$ cat src/rtl/conc_stim_player.sv
// Vector replay engine: loads OPW-bit stimulus vectors into a small memory and
// replays them one entry per step, with per-entry hold, one-shot or loop mode.
module conc_stim_player #(
  parameter int OPW    = 3,
  parameter int DEPTH  = 16,
  parameter int ADDR_W = 4,
  parameter int WRAP_W = 8
) (
  input  logic              clock,
  input  logic              reset,
  input  logic              load_en,
  input  logic [ADDR_W-1:0] load_addr,
  input  logic [OPW-1:0]    load_data,
  input  logic              start,
  input  logic              stop,
  input  logic              mode_loop,
  input  logic [ADDR_W:0]   run_len,
  input  logic [3:0]        hold,
  output logic [OPW-1:0]    stim,
  output logic              stim_valid,
  output logic [ADDR_W-1:0] pc,
  output logic              busy,
  output logic              done,
  output logic [WRAP_W-1:0] wrap_cnt
);

  typedef enum logic [1:0] {IDLE, RUN, DONE} state_t;

  localparam logic [ADDR_W:0] DEPTH_L = (ADDR_W+1)'(DEPTH);

  state_t              state, state_n;
  logic [OPW-1:0]      mem [DEPTH];
  logic [ADDR_W:0]     len, len_n;
  logic [3:0]          hld, hld_n, hcnt, hcnt_n;
  logic [OPW-1:0]      stim_n;
  logic                valid_n, done_n;
  logic [ADDR_W-1:0]   pc_n, pc_inc;
  logic [WRAP_W-1:0]   wrap_n;
  logic                can_start, last_entry;
  logic [ADDR_W:0]     run_clamp;

  assign pc_inc     = pc + 1'b1;
  assign last_entry = ({1'b0, pc} == (len - 1'b1));
  assign can_start  = start && !stop && (run_len != '0);
  assign run_clamp  = (run_len > DEPTH_L) ? DEPTH_L : run_len;
  assign busy       = (state == RUN);

  // Memory is deliberately left out of reset so a bench reload is not needed
  // after an abort; writes are locked out while a run is replaying.
  always_ff @(posedge clock) begin
    if (load_en && (state != RUN) && ({1'b0, load_addr} < DEPTH_L))
      mem[load_addr] <= load_data;
  end

  always_ff @(posedge clock or posedge reset) begin
    if (reset) begin
      state      <= IDLE;
      len        <= '0;
      hld        <= '0;
      hcnt       <= '0;
      stim       <= '0;
      stim_valid <= 1'b0;
      pc         <= '0;
      done       <= 1'b0;
      wrap_cnt   <= '0;
    end else begin
      state      <= state_n;
      len        <= len_n;
      hld        <= hld_n;
      hcnt       <= hcnt_n;
      stim       <= stim_n;
      stim_valid <= valid_n;
      pc         <= pc_n;
      done       <= done_n;
      wrap_cnt   <= wrap_n;
    end
  end

  always_comb begin
    state_n = state;
    len_n   = len;
    hld_n   = hld;
    hcnt_n  = hcnt;
    stim_n  = stim;
    valid_n = stim_valid;
    pc_n    = pc;
    done_n  = done;
    wrap_n  = wrap_cnt;

    case (state)
      IDLE, DONE: begin
        if (can_start) begin
          state_n = RUN;
          len_n   = run_clamp;
          hld_n   = hold;
          hcnt_n  = hold;
          stim_n  = mem[0];
          valid_n = 1'b1;
          pc_n    = '0;
          wrap_n  = '0;
          done_n  = 1'b0;
        end
      end
      RUN: begin
        if (stop) begin
          state_n = IDLE;
          stim_n  = '0;
          valid_n = 1'b0;
          pc_n    = '0;
        end else if (hcnt != '0) begin
          hcnt_n = hcnt - 1'b1;
        end else if (!last_entry) begin
          pc_n   = pc_inc;
          stim_n = mem[pc_inc];
          hcnt_n = hld;
        end else if (mode_loop) begin
          pc_n   = '0;
          stim_n = mem[0];
          hcnt_n = hld;
          wrap_n = (wrap_cnt == '1) ? wrap_cnt : wrap_cnt + 1'b1;
        end else begin
          state_n = DONE;
          stim_n  = '0;
          valid_n = 1'b0;
          done_n  = 1'b1;
        end
      end
      default: state_n = IDLE;
    endcase
  end

endmodule

$ cat config.mk
export PLATFORM = sky130hd
export DESIGN_NAME = conc_stim_player
export DESIGN_NICKNAME = d
export VERILOG_FILES = /design/src/rtl/conc_stim_player.sv
export SDC_FILE = /design/constraint.sdc
export NUM_CORES = 1
export LEC_CHECK = 0
export ABC_CLOCK_PERIOD_IN_PS = 6450
export BUFFER_PORTS_ARGS = -buffer_cell sky130_fd_sc_hd__buf_4
export CAP_MARGIN = 30
export CORE_MARGIN = 4
export CORE_UTILIZATION = 41
export CTS_CLUSTER_DIAMETER = 200
export DETAILED_ROUTE_END_ITERATION = 8
export MAX_ROUTING_LAYER = met4
export PLACE_DENSITY_LB_ADDON = 0.15
export SYNTH_ARGS = -nofsm -noshare
export SYNTH_HDL_FRONTEND = slang
export SYNTH_SLANG_ARGS = --single-unit
$ cat constraint.sdc
create_clock -name clock -period 6.45 [get_ports clock]
set_input_delay 0.3225 -clock clock [delete_from_list [all_inputs] [get_ports clock]]
set_output_delay 0.3225 -clock clock [all_outputs]
set_load 0.02 [all_outputs]
==> flow_metrics.env <==
export IMPL_cts_tree="built"
export IMPL_max_cap_violations=0
export IMPL_cts_buffer_depth=2
export IMPL_maxSlewHeadroom_pct=46.14
export IMPL_leakage_nw=1.711
export IMPL_synthFlopType="edfxtp_1"
export IMPL_rsz0062_at_grt="false"
export IMPL_synthesis_nets=321
export IMPL_setup_viol=0
export IMPL_hold_ws_ps=65.87
export IMPL_maxSlewViolCount=0
export IMPL_ys_async_sr_fraction_pct=40.00
export IMPL_root_buffer="clkbuf_8"
export IMPL_synthAdderAreaFrac_pct=1.290
export IMPL_synth_top_family_by_area="simple AND/OR/NAND/NOR gates"
export IMPL_synth_compound_area_share_pct=9.062
export IMPL_r2r_end="stim[2]"
export IMPL_synth_mux_area_share_pct=9.803
export IMPL_ant_nets=0
export IMPL_synth_simple_gate_area_share_pct=15.96
export IMPL_crit_path_end_kind="flip-flop"
export IMPL_rows=35
export IMPL_grt_pass1_vias=2548
export IMPL_drive_above_1_share_pct=21.11
export IMPL_cts_setup_buffers=0
export IMPL_initial_utilization_pct=41.99
export IMPL_drt_pre_antenna_iters=4
export IMPL_finalWirelength_um=8257
export IMPL_hpwl_um=5917
export IMPL_cellPowerDensity_nw_per_um2=277.9
export IMPL_num_fill_cells=827
export IMPL_die_y_um=105.3
export IMPL_ys_top_cells_by_area="edfxtp_1, dfrtp_1, mux4_1"
export IMPL_num_antenna_cells=0
export IMPL_die_area_um2=11080
export IMPL_grt_max_degree=33
export IMPL_comb_power_share_pct=17.4
export IMPL_nNetsFinal=362
export IMPL_clkLatencyLatePin_ps=350
export IMPL_ctsResizeCount=0
export IMPL_grt_antenna_before_repair=0
export IMPL_synth_edff_count=48
export IMPL_power_share_clock_pct=33.8
export IMPL_period_minus_slack_ps=2699
export IMPL_r2r_start="pc[0]"
export IMPL_ys_ff_latch=80
export IMPL_synth_top_area_share_pct=37.15
export IMPL_synth_distinct_cells=55
export IMPL_area_growth_pct=16.22
export IMPL_switching_share_pct=28.04
export IMPL_p_int_w=0.0009016
export IMPL_setup_tns_ps=0
export IMPL_post_synth_top_area_cell="edfxtp_1"
export IMPL_io_buffers=39
export IMPL_fin_skew_ps=11.32
export IMPL_required_ps=6680
export IMPL_arrival_ps=2930
export IMPL_cts_buffers_inserted=9
export IMPL_hold_viol_final=0
export IMPL_grt_pass1_wl_um=13680
export IMPL_htreeDepth=3
export IMPL_path_class="flip-flop to flip-flop"
export IMPL_crit_fanout=17
export IMPL_drc=0
export IMPL_vias=2509
export IMPL_grt_overflow=0
export IMPL_syn_area_um2=3880
export IMPL_cts_clk_slew_worst_paths_ps=90
export IMPL_max_freq_mhz=370.6
export IMPL_synth_xor_area_share_pct=3.128
export IMPL_worst_setup_path_start_kind="flip-flop"
export IMPL_worst_slew_pin_slew_ps=805.9
export IMPL_r2r_cells=6
export IMPL_vias_per_cell=5.338
export IMPL_vdd_drop_max_v=0.0001259
export IMPL_coreArea_um2=9240
export IMPL_seq_power_share_pct=48.8
export IMPL_wl_per_cell_um=17.57
export IMPL_min_path_type="input port to async pin"
export IMPL_status="finished clean"
export IMPL_grt_usage_pct=16.28
export IMPL_seq_area_frac_synth_pct=57.79
export IMPL_drt_iter0_drc=116
export IMPL_finalCritPeriodShare_pct=41.84
export IMPL_postSynthCellCount=295
export IMPL_gp_congestion=0.8165
export IMPL_synth_warnings=0
export IMPL_layout_common_cells="edfxtp_1, buf_4, dfrtp_1"
export IMPL_clock_sinks=80
export IMPL_mostFrequentLayoutCell="edfxtp_1"
export IMPL_ctsHoldBuffers=0
export IMPL_io_pins=40
export IMPL_reg2reg_setup_slack_ps=3750
export IMPL_die_width_um=105.3
export IMPL_synth_area_per_cell_um2=13.15
export IMPL_power_switching_w=0.0003514
flip-flops by register name, summed over array words and instances (netlist names):
| name | cells |
|---|---|
| state | 2 |
| wrap_cnt | 8 |
| len | 5 |
| stim_valid | 1 |
| hcnt | 4 |
| done | 1 |
| pc | 4 |
| stim | 3 |
| hld | 4 |
| mem | 48 |
kinds of logic after synthesis:
family,count (synthesis)
AOI/OAI and AO/OA,46
xor gates and xnor gates,13
adders and majority gates,4
buffers and inverters,20
DFF,80
muxes,18
and+or+nand+nor,114
layout make-up:
cell class	count	area [µm²]	share of cell area, %
Clock buffer	9	123.9	2.747
Multi-Input combinational cell	195	1523	33.77
Sequential cell	80	2242	49.72
Inverter	9	33.78	0.7492
Timing Repair Buffer	41	315.3	6.992
Tap cell	129	161.4	3.579
Clock inverter	7	110.1	2.442
how the worst max path moves through the flow:
stage / slack [ps] / start / end
after floorplan: 4270 / pc[1] / stim[0]
after global placement: 3800 / pc[0] / stim[2]
after detailed placement: 3710 / pc[0] / stim[1]
after CTS: 3710 / pc[0] / stim[2]
after global routing: 3450 / pc[0] / stim[1]
final: 3750 / pc[0] / stim[2]
worst max-delay path, stage by stage (launching register included):
cell and delay [ps]:
dfrtp_1 660, ha_1 750, mux4_1 610, mux2i_1 140, a21oi_1 90, a221oi_1 270
nor2_1 70
cells in the mapped netlist (5+ instances only):
library cell,number
a21oi_1,11
buf_6,5
dfrtp_1,32
edfxtp_1,48
inv_1,9
mux2i_1,5
mux4_1,12
nand2_1,25
nand2b_1,10
nor2_1,30
nor3_1,13
o21ai_0,10
xnor2_1,9
power groups by stage:
stage               Sequential, W  Clock [W]  Combinational (W)
floorplan                0.000620          0           0.000154
global placement         0.000622          0           0.000217
detailed placement       0.000623          0           0.000220
CTS                      0.000612   0.000433           0.000221
global route             0.000617   0.000456           0.000245
finish                   0.000611   0.000423           0.000219
routing by layer:
| layer | part of all wire [%] | global-route usage (%) | vias up | wire (µm) |
|---|---|---|---|---|
| li1 | - | - | 1197 | - |
| met1 | 48 | 23.15 | 1251 | 3972 |
| met2 | 47 | 23.50 | 52 | 3890 |
| met3 | 3.6 | 3.797 | 9 | 300 |
| met4 | 1.1 | 4.592 | 0 | 93 |
| met5 | 0 | - | - | 0 |
stage by stage:
step | instances | instance area (µm²) | setup slack, ps | total power (W) | utilization, %
3_3_place_gp | 453 | 4260 | 3802 | 0.0008393 | 46.11
5_1_grt | 470 | 4509 | 3451 | 0.001318 | 48.80
2_1_floorplan | 295 | 3880 | 4273 | 0.0007740 | -
3_5_place_dp | 453 | 4260 | 3708 | 0.0008429 | 46.11
4_1_cts | 469 | 4494 | 3709 | 0.001266 | 48.64
6_report | 470 | 4509 | 3751 | 0.001253 | 48.80
No activity file was read; power rests on OpenSTA's default activity.
